<file path="src/rtl/seven_segment_scan_ctrl.sv">
// Time-multiplexed scan controller for a common-segment seven-segment display.
// One digit is driven at a time from a display register. A short dark gap
// separates digits to suppress ghosting. New digit data waits in a pending
// register and moves into the display register only at a frame boundary,
// so a frame never shows a mix of old and new digits.
module seven_segment_scan_ctrl #(
    parameter int NUM_DIGITS    = 4,
    parameter int REFRESH_DIV   = 50000,
    parameter int BLANK_GAP     = 2,
    parameter bit ACTIVE_LOW_AN = 1'b1,
    localparam int IW           = $clog2(NUM_DIGITS)
) (
    input  logic                    clk,
    input  logic                    rst,
    input  logic                    en,
    input  logic                    load,
    input  logic [4*NUM_DIGITS-1:0] digits_in,
    input  logic [NUM_DIGITS-1:0]   dp_in,
    input  logic                    blank_lz,
    output logic [6:0]              seg,
    output logic                    dp,
    output logic [NUM_DIGITS-1:0]   an,
    output logic [IW-1:0]           digit_idx,
    output logic                    frame_done
);

    localparam int CNT_MAX  = (REFRESH_DIV > BLANK_GAP) ? REFRESH_DIV : BLANK_GAP;
    localparam int CW       = (CNT_MAX > 1) ? $clog2(CNT_MAX) : 1;
    localparam int GAP_LAST = (BLANK_GAP > 0) ? BLANK_GAP - 1 : 0;
    localparam logic [NUM_DIGITS-1:0] AN_OFF = ACTIVE_LOW_AN ? '1 : '0;

    typedef enum logic [1:0] {IDLE, DRIVE, GAP} scanState_t;

    scanState_t              state_q, state_d;
    logic [CW-1:0]           cnt_q, cnt_d;
    logic [IW-1:0]           idx_q, idx_d;
    logic [4*NUM_DIGITS-1:0] dispDigits_q, dispDigits_d;
    logic [NUM_DIGITS-1:0]   dispDp_q, dispDp_d;
    logic                    dispLz_q, dispLz_d;
    logic [4*NUM_DIGITS-1:0] pendDigits_q;
    logic [NUM_DIGITS-1:0]   pendDp_q;
    logic                    pendLz_q;
    logic                    pendValid_q, pendValid_d;
    logic [6:0]              seg_q, seg_d;
    logic                    dp_q, dp_d;
    logic [NUM_DIGITS-1:0]   an_q, an_d;
    logic                    frameDone_q;
    logic                    wrap, xfer;
    logic [IW-1:0]           nextIdx;
    logic                    lastDigit;

    // BCD to {g,f,e,d,c,b,a}; codes 10-15 leave the digit dark.
    function automatic logic [6:0] decodeBcd(input logic [3:0] v);
        case (v)
            4'd0:    decodeBcd = 7'b0111111;
            4'd1:    decodeBcd = 7'b0000110;
            4'd2:    decodeBcd = 7'b1011011;
            4'd3:    decodeBcd = 7'b1001111;
            4'd4:    decodeBcd = 7'b1100110;
            4'd5:    decodeBcd = 7'b1101101;
            4'd6:    decodeBcd = 7'b1111101;
            4'd7:    decodeBcd = 7'b0000111;
            4'd8:    decodeBcd = 7'b1111111;
            4'd9:    decodeBcd = 7'b1101111;
            default: decodeBcd = 7'b0000000;
        endcase
    endfunction

    // A digit is a leading zero when it and every more significant digit are zero.
    function automatic logic isLeadingZero(input logic [4*NUM_DIGITS-1:0] d,
                                           input logic [IW-1:0] k);
        logic anyNonZero;
        anyNonZero = 1'b0;
        for (int j = 0; j < NUM_DIGITS; j++) begin
            if (IW'(j) >= k && d[4*j +: 4] != 4'd0) begin
                anyNonZero = 1'b1;
            end
        end
        isLeadingZero = (k != '0) && !anyNonZero;
    endfunction

    assign lastDigit = (idx_q == IW'(NUM_DIGITS - 1));
    assign nextIdx   = lastDigit ? '0 : idx_q + IW'(1);

    // Scan sequencing: drive period, optional dark gap, advance digit, detect wrap.
    always_comb begin
        state_d = state_q;
        cnt_d   = cnt_q;
        idx_d   = idx_q;
        wrap    = 1'b0;
        xfer    = 1'b0;
        if (!en) begin
            state_d = IDLE;
            cnt_d   = '0;
            idx_d   = '0;
        end else begin
            case (state_q)
                IDLE: begin
                    state_d = DRIVE;
                    cnt_d   = '0;
                    idx_d   = '0;
                    xfer    = 1'b1;
                end
                DRIVE: begin
                    if (cnt_q == CW'(REFRESH_DIV - 1)) begin
                        cnt_d = '0;
                        if (BLANK_GAP == 0) begin
                            idx_d = nextIdx;
                            wrap  = lastDigit;
                        end else begin
                            state_d = GAP;
                        end
                    end else begin
                        cnt_d = cnt_q + CW'(1);
                    end
                end
                GAP: begin
                    if (cnt_q == CW'(GAP_LAST)) begin
                        cnt_d   = '0;
                        state_d = DRIVE;
                        idx_d   = nextIdx;
                        wrap    = lastDigit;
                    end else begin
                        cnt_d = cnt_q + CW'(1);
                    end
                end
                default: begin
                    state_d = IDLE;
                    cnt_d   = '0;
                    idx_d   = '0;
                end
            endcase
            if (wrap) begin
                xfer = 1'b1;
            end
        end
    end

    // Pending data moves to the display only at a frame start; a same-edge load stays pending.
    always_comb begin
        dispDigits_d = dispDigits_q;
        dispDp_d     = dispDp_q;
        dispLz_d     = dispLz_q;
        pendValid_d  = pendValid_q;
        if (xfer && pendValid_q) begin
            dispDigits_d = pendDigits_q;
            dispDp_d     = pendDp_q;
            dispLz_d     = pendLz_q;
            pendValid_d  = 1'b0;
        end
        if (load) begin
            pendValid_d = 1'b1;
        end
    end

    // Output values for the upcoming cycle, derived from the next scan position and display data.
    always_comb begin
        logic [NUM_DIGITS-1:0] oneHot;
        logic [3:0]            nib;
        oneHot = '0;
        oneHot[idx_d] = 1'b1;
        nib  = dispDigits_d[{idx_d, 2'b00} +: 4];
        an_d  = AN_OFF;
        seg_d = 7'b0;
        dp_d  = 1'b0;
        if (state_d == DRIVE) begin
            an_d  = ACTIVE_LOW_AN ? ~oneHot : oneHot;
            seg_d = (dispLz_d && isLeadingZero(dispDigits_d, idx_d)) ? 7'b0 : decodeBcd(nib);
            dp_d  = dispDp_d[idx_d];
        end
    end

    // All state, data and output registers with synchronous reset.
    always_ff @(posedge clk) begin
        if (rst) begin
            state_q      <= IDLE;
            cnt_q        <= '0;
            idx_q        <= '0;
            dispDigits_q <= '0;
            dispDp_q     <= '0;
            dispLz_q     <= 1'b0;
            pendDigits_q <= '0;
            pendDp_q     <= '0;
            pendLz_q     <= 1'b0;
            pendValid_q  <= 1'b0;
            seg_q        <= 7'b0;
            dp_q         <= 1'b0;
            an_q         <= AN_OFF;
            frameDone_q  <= 1'b0;
        end else begin
            state_q      <= state_d;
            cnt_q        <= cnt_d;
            idx_q        <= idx_d;
            dispDigits_q <= dispDigits_d;
            dispDp_q     <= dispDp_d;
            dispLz_q     <= dispLz_d;
            pendValid_q  <= pendValid_d;
            if (load) begin
                pendDigits_q <= digits_in;
                pendDp_q     <= dp_in;
                pendLz_q     <= blank_lz;
            end
            seg_q        <= seg_d;
            dp_q         <= dp_d;
            an_q         <= an_d;
            frameDone_q  <= wrap;
        end
    end

    assign seg        = seg_q;
    assign dp         = dp_q;
    assign an         = an_q;
    assign digit_idx  = idx_q;
    assign frame_done = frameDone_q;

endmodule
</file>
<file path="config.mk">
export PLATFORM = sky130hd
export DESIGN_NAME = seven_segment_scan_ctrl
export DESIGN_NICKNAME = d
export VERILOG_FILES = /design/src/rtl/seven_segment_scan_ctrl.sv
export SDC_FILE = /design/constraint.sdc
export NUM_CORES = 1
export LEC_CHECK = 0
export BUFFER_PORTS_ARGS = -buffer_cell sky130_fd_sc_hd__buf_2
export CAP_MARGIN = 20
export CORE_UTILIZATION = 59
export DETAILED_ROUTE_END_ITERATION = 8
export MAX_ROUTING_LAYER = met4
export PLACE_DENSITY = 0.91
export SETUP_SLACK_MARGIN = 0.5
export SLEW_MARGIN = 5
export SYNTH_ARGS = -nofsm -noshare
export SYNTH_HDL_FRONTEND = slang
export SYNTH_SLANG_ARGS = --single-unit
</file>
<file path="constraint.sdc">
create_clock -name clk -period 3.2 [get_ports clk]
set_clock_uncertainty 0.05 [all_clocks]
set_input_delay 0.64 -clock clk [delete_from_list [all_inputs] [get_ports clk]]
set_output_delay 0.64 -clock clk [all_outputs]
set_load 0.02 [all_outputs]
</file>
# Word level (Yosys, flattened, before mapping)
# Memories as Yosys holds them, arrays and structs flattened. A register that Yosys moved wholly into a read port is not among the register bits.
# Cells that the tools add are included.
classes:
  add_sub_neg: 2
  n_lt_le_gt_ge: 6
  n_eq_ne: 6
  shift: 1
  muxes: 31
  bitwise: 3
  n_reduce_logical: 19
ops:
  columns: ["cell", "n"]
  rows:
  - ["two-way mux 16 bit", 3]
  - ["one-hot mux 16 bit (2 select lines)", 1]
  - ["adder 16 x 1 -> 16 bit, second input constant", 1]
  - ["equality test 16 x 1 -> 1 bit, second input constant", 1]
  - ["equality test 16 bit, second input constant", 1]
  - ["two-way mux 1 bit", 16]
  - ["nonzero test 4 bit", 4]
  - ["indexed part select 16 x 5 -> 4 bit", 1]
  - ["two-way mux 2 bit", 6]
  - ["logical AND 1 bit", 8]
  - ["one-hot mux 2 bit (3 select lines)", 1]
  - ["equality test 2 x 1 -> 1 bit, second input constant", 2]
  - ["equality test 2 bit, second input constant", 2]
  - [">= comparator 1 x 2 -> 1 bit, first input constant", 2]
  - [">= comparator 2 bit, first input constant", 2]
  - ["two-way mux 4 bit", 1]
  - ["inverter 4 bit", 1]
  - ["one-hot mux 2 bit (2 select lines)", 1]
  - ["nonzero test 2 bit", 2]
  - ["OR reduction 2 bit", 2]
  - ["less-than comparator 2 x 3 -> 1 bit, second input constant", 1]
  - ["OR reduction 3 bit", 1]
  - ["adder 2 x 1 -> 2 bit, second input constant", 1]
  - ["binary-select mux 1 bit (select 2 bit)", 1]
  - ["5 further kinds", 6]
word_totals:
  reg_bits: 69
  romBits: 112
  inputBits: 25
  out_inout_bits: 15
  elab_cells: 82
  n_memories: 1
mem_list:
  columns: ["name", "depth", "width", "read_ports", "rd_clocked_by_memory_dff", "wr", "line_no", "text"]
  rows:
  - ["(no name shown)", 16, 7, 1, 1, 0, "54", "case (v)"]

# Logic depth before layout (Yosys ltp)
depth:
  depth_word: 19
  mapped_depth: 17
  depth_no_buf: 15

# Worst setup path before layout
# Ideal clock, no wire load.
synth_path:
  path_type: "reg-to-reg"
  from: "register idx_q[0], in the netlist digit_idx[0]"
  to: "register seg_q[0], in the netlist seg[0]"
  arrival_time_ps: 2923
  required_time_ps: 3080
  setup_slack_ps: 157
  stages_incl_launch_ff: 15
  path_buffers: 1
  period_less_slack_ps: 3043
  cell_sequence: "dfxtp_1 > ha_1 > nor4b_1 > nand4_2 > o211ai_2 > nand2_1 > buf_4 > mux2i_1 > a22o_1 > nor2_1 > inv_1 > ha_1 > nor4_1 > o21ai_0 > a21boi_1"
synth_between:
  elab_chain_len: 19
synth_rtl:
  columns: ["item", "line_no", "text"]
  rows:
  - ["start: declaration", "36", "logic [IW-1:0] idx_q, idx_d;"]
  - ["start signal: assignment", "193", "idx_q <= idx_d;"]
  - ["branches (longest 19 deep; another with adder 2 x 1 -> 2 bit)", null, null]
  - ["end: declaration", "44", "logic [6:0] seg_q, seg_d;"]
# Several ways; the timed one is not identified. The select of a mux whose other input is x is not followed.
# A chain may end at the register's enable or synchronous reset.

# Final worst setup path
layout_path:
  from: "register cnt_q[0]"
  to: "register seg_q[1], in the netlist seg[1]"
layout_between:
  elab_chain_len: 19
layout_rtl:
  columns: ["item", "line_no", "text"]
  rows:
  - ["start: declaration", "35", "logic [CW-1:0] cnt_q, cnt_d;"]
  - ["start signal: assignment", "192", "cnt_q <= cnt_d;"]
  - ["equality test 16 x 1 -> 1 bit", "118", "if (cnt_q == CW'(GAP_LAST)) begin"]
  - ["two-way mux 1 bit", "118", null]
  - ["two-way mux 1 bit", "97", "case (state_q)"]
  - ["two-way mux 1 bit", "92", "if (!en) begin"]
  - ["two-way mux 1 bit", "133", "if (wrap) begin"]
  - ["two-way mux 1 bit", "92", null]
  - ["logical AND 1 bit", "145", "if (xfer && pendValid_q) begin"]
  - ["two-way mux 16 bit", "145", null]
  - ["nonzero test 4 bit", "75", "if (IW'(j) >= k && d[4*j +: 4] != 4'd0) begin"]
  - ["logical AND 1 bit", "75", null]
  - ["two-way mux 1 bit (4 in a row)", "75", null]
  - ["two-way mux 1 bit", "166", "if (state_d == DRIVE) begin"]
  - ["logical NOT 1 bit", "79", "isLeadingZero = (k != '0) && !anyNonZero;"]
  - ["logical AND 1 bit", "79", null]
  - ["logical AND 1 bit", "168", "seg_d = (dispLz_d && isLeadingZero(dispDigits_d, idx_d)) ? 7'b0 : decodeBcd(nib);"]
  - ["OR reduction 3 bit (no source line)", null, null]
# Several ways; a longest one is shown, not always the timed one. The select of a mux whose other input is x is not followed.

==> impl_metrics.csv <==
group,metric,value,unit
route,routedWlPerCell,18.1,um
yosys,netlist_top_cells_area,"dfxtp_1 39%, mux2i_1 8.2%, nand2_1 6.7%",
route,vias,3795,
timing,fmax,333,MHz
timing,drv_slew,0,
yosys,synthCells,446,
clocking,cts_buffers,9,
route,drc,0,
yosys,synth_edf_count,0,
placed_design,routabilityCongestion,0.909,
yosys,syn_area_per_cell,8.74,um^2
worst_setup_path,cp-start-kind,"flip-flop",
global_route,grt_max_degree,50,
cells_and_area,fill_cells,383,
floorplanning,dieArea,0.00694,mm^2
global_route,antenna_found_initial,0,
clocking,cts_sinks,76,
run,drv_cap,0,
yosys,synth_top_cell_by_area,"dfxtp_1",
timing,max_slew_margin,0.383,
yosys,ys_types,61,
clocking,cts_tree,"done",
timing,finalCritPeriodShare,0.937,
cells_and_area,diodes,0,
timing,tns,0,ps
cells_and_area,area_growth_syn_to_layout,26.8,%
yosys,syn_area,0.00390,mm^2
worst_setup_path,cp_max_fo,5,
floorplanning,start_util,0.614,
timing,hold_viol_final,0,
power_and_ir_drop,p_leak,1.91,nW
placed_design,dp.cells,554,
clocking,cts_max_level,3,
min_path,hold_class,"reg2reg",
route,wl,10.9,mm
yosys,syn_nets,484,
cells_and_area,nNetsFinal,561,
power_and_ir_drop,total_power,1.88,mW
yosys,synth_most_common_cell,"dfxtp_1",
yosys,seq_area_frac_synth,0.390,
worst_setup_path,worstSetupPathType,"reg2reg",
floorplanning,top_level_ports,40,
floorplanning,fp.dieH,83.3,um
yosys,synth_top_area_frac,0.390,
placed_design,dpl_worst_slack,62.7,ps
cells_and_area,final_layout_size_suffix_gt1_frac,0.318,
worst_setup_path,crit_path_start,"cnt_q[0]$_SDFF_PP0_",
floorplanning,die-width,83.3,um
global_route,grt_pass1_vias,3654,
outcome,outcome,"completed",
worst_setup_path,reg2reg_from,"cnt_q[0]$_SDFF_PP0_",
route,viasPerCell,6.27,
worst_setup_path,reg2reg_slack,200,ps
yosys,yosysWarnings,0,
power_and_ir_drop,irDropWorstVdd,0.355,mV
worst_setup_path,cp.arrival,3210,ps
clocking,hold_buffers,0,
worst_setup_path,end_kind,"flip-flop",
worst_setup_path,endpoint,"seg[1]$_SDFF_PP0_",
timing,fin_crit,3000,ps
global_route,track_usage,0.323,
clocking,cts-root-buf,"clkbuf_8",
worst_setup_path,rr_endpoint,"seg[1]$_SDFF_PP0_",
route,ant_nets,0,
floorplanning,core.rowCount,29,
min_path,hp-start,"dispDp_q[2]$_SDFF_PP0_",
placed_design,hpwlAfterDp,6.73,mm
placed_design,port_buffers,39,
power_and_ir_drop,powerDensity,380,mW/mm^2
floorplanning,core,0.00635,mm^2
timing,tightest_slew,926,ps
worst_setup_path,reg2reg_depth,12,
cells_and_area,layout.cells.non_filler,605,
clocking,clkTransAtPathRegs,80,ps
worst_setup_path,crit_required,3410,ps
timing,rsz0062_at_grt,"true",
yosys,ys_ff_latch,76,
yosys,synth_common_cells,"76 x dfxtp_1, 70 x nand2_1, 53 x nor2_1",
global_route,gr-total-overflow,0,
timing,worst_slack,201,ps
cells_and_area,multi_input_area,0.00254,mm^2
timing,setup_viol,0,
cells_and_area,seq_area,0.00155,mm^2
clocking,clock_latency,360,ps
route,drt-pass1-iter-count,5,
global_route,grt_pass1_wl,17.3,mm
clocking,clockBufferDepth,2,
yosys,dominantRegCellSynth,"dfxtp_1",
route,drtIter0Drc,432,
yosys,async_flop_share,0,
[power by group]
group | internal [mW] | leakage (nW) | total (mW) | switching (mW)
Sequential | 0.970 | 0.626 | 0.998 | 0.0276
Combinational | 0.100 | 1.20 | 0.232 | 0.132
Clock | 0.302 | 0.0844 | 0.648 | 0.347
[cell families after synthesis]
| family | count (synthesis) | synth area share |
|---|---|---|
| xor gates and xnor gates | 13 | 0.0292 |
| buffers and inverters | 29 | 0.0327 |
| adders and majority gates | 13 | 0.0417 |
| muxes | 33 | 0.0850 |
| DFF | 76 | 0.390 |
| and+or+nand+nor | 188 | 0.242 |
| AOI/OAI and AO/OA | 94 | 0.179 |
[metrics by stage]
step	hold slack [ps]	instance area, um^2	utilization
after global routing	427	4940	0.779
after detailed placement	399	4300	0.677
final	414	4940	0.779
after global placement	392	4300	0.677
after CTS	410	4820	0.759
after floorplan	383	4020	-
[registers in the layout, summed over array words and instances, names as in the netlist]
name	count
cnt_q	16
dispDigits_q	16
pendDigits_q	16
seg	7
an	4
dispDp_q	4
pendDp_q	4
digit_idx	2
state_q	2
dispLz_q	1
dp	1
frame_done	1
pendLz_q	1
pendValid_q	1
[critical path, stage by stage (launching register included)]
cell	delay, ps
dfxtp_4	380
ha_4	130
nor4b_2	330
nand4_1	260
o211a_4	350
nor3_4	240
a32o_2	230
nor2_4	60
buf_4	140
ha_4	250
nor4b_4	200
nor2_1	90
o21a_1	180
[final cells by class]
cell class              count  area share
well taps                  77      0.0195
clock buffers              14      0.0309
flip-flops and latches     76       0.313
repair buffers             85       0.113
inverters                  10     0.00759
clock inverters             2     0.00202
multi-input cells         341       0.514
[worst min path at each step]
stage                                       to  cells after the start
finish                  dispDp_q[2]$_SDFF_PP0_                      2
detailed placement      dispDp_q[2]$_SDFF_PP0_                      2
global placement        dispDp_q[1]$_SDFF_PP0_                      2
global route            dispDp_q[0]$_SDFF_PP0_                      2
CTS                     dispDp_q[2]$_SDFF_PP0_                      2
floorplan           dispDigits_q[2]$_SDFF_PP0_                      2
[metal layers]
metal / vias to the layer above / global-route usage / routed length [um]
li1: 1749 / - / -
met1: 1806 / 0.372 / 4290
met2: 186 / 0.521 / 5470
met3: 54 / 0.0666 / 735
met4: 0 / 0.187 / 431
met5: - / - / 0
[layout by cell type, fill, tap and decap left out, types with 4 or more instances in the layout]
master     netlist  layout
dfxtp_2          0       4
clkbuf_8         0      10
nor4_1           8       5
nand2_1         70      68
nor2_1          53      49
ha_4             0       5
o21ai_2          4       4
clkbuf_1        13       4
nor2_4           1       4
mux2i_1         32      32
nand3_1         15      15
inv_1           10       6
nor4_4           1       4
dfxtp_4          0       6
a21boi_1         4       4
buf_6            2       5
xnor2_1          8       8
and3_1           4       4
a211oi_1         7       6
buf_4            1      41
xor2_1           5       5
a21oi_1         27      26
buf_2            0      39
o31ai_1          4       4
inv_2            0       4
o21ai_0         14      11
o2bb2ai_1        4       4
dfxtp_1         76      66
ha_1            13       5
nand4_1          7       7
nor3_1           4       4
[timing repair]
item,in CTS,in global routing
setup endpoints to repair,7,7
cloned,0,0
pin swaps,21,12
gates resized for setup,34,21
setup buffers,29,6
Power figures use the tool's default switching activity.
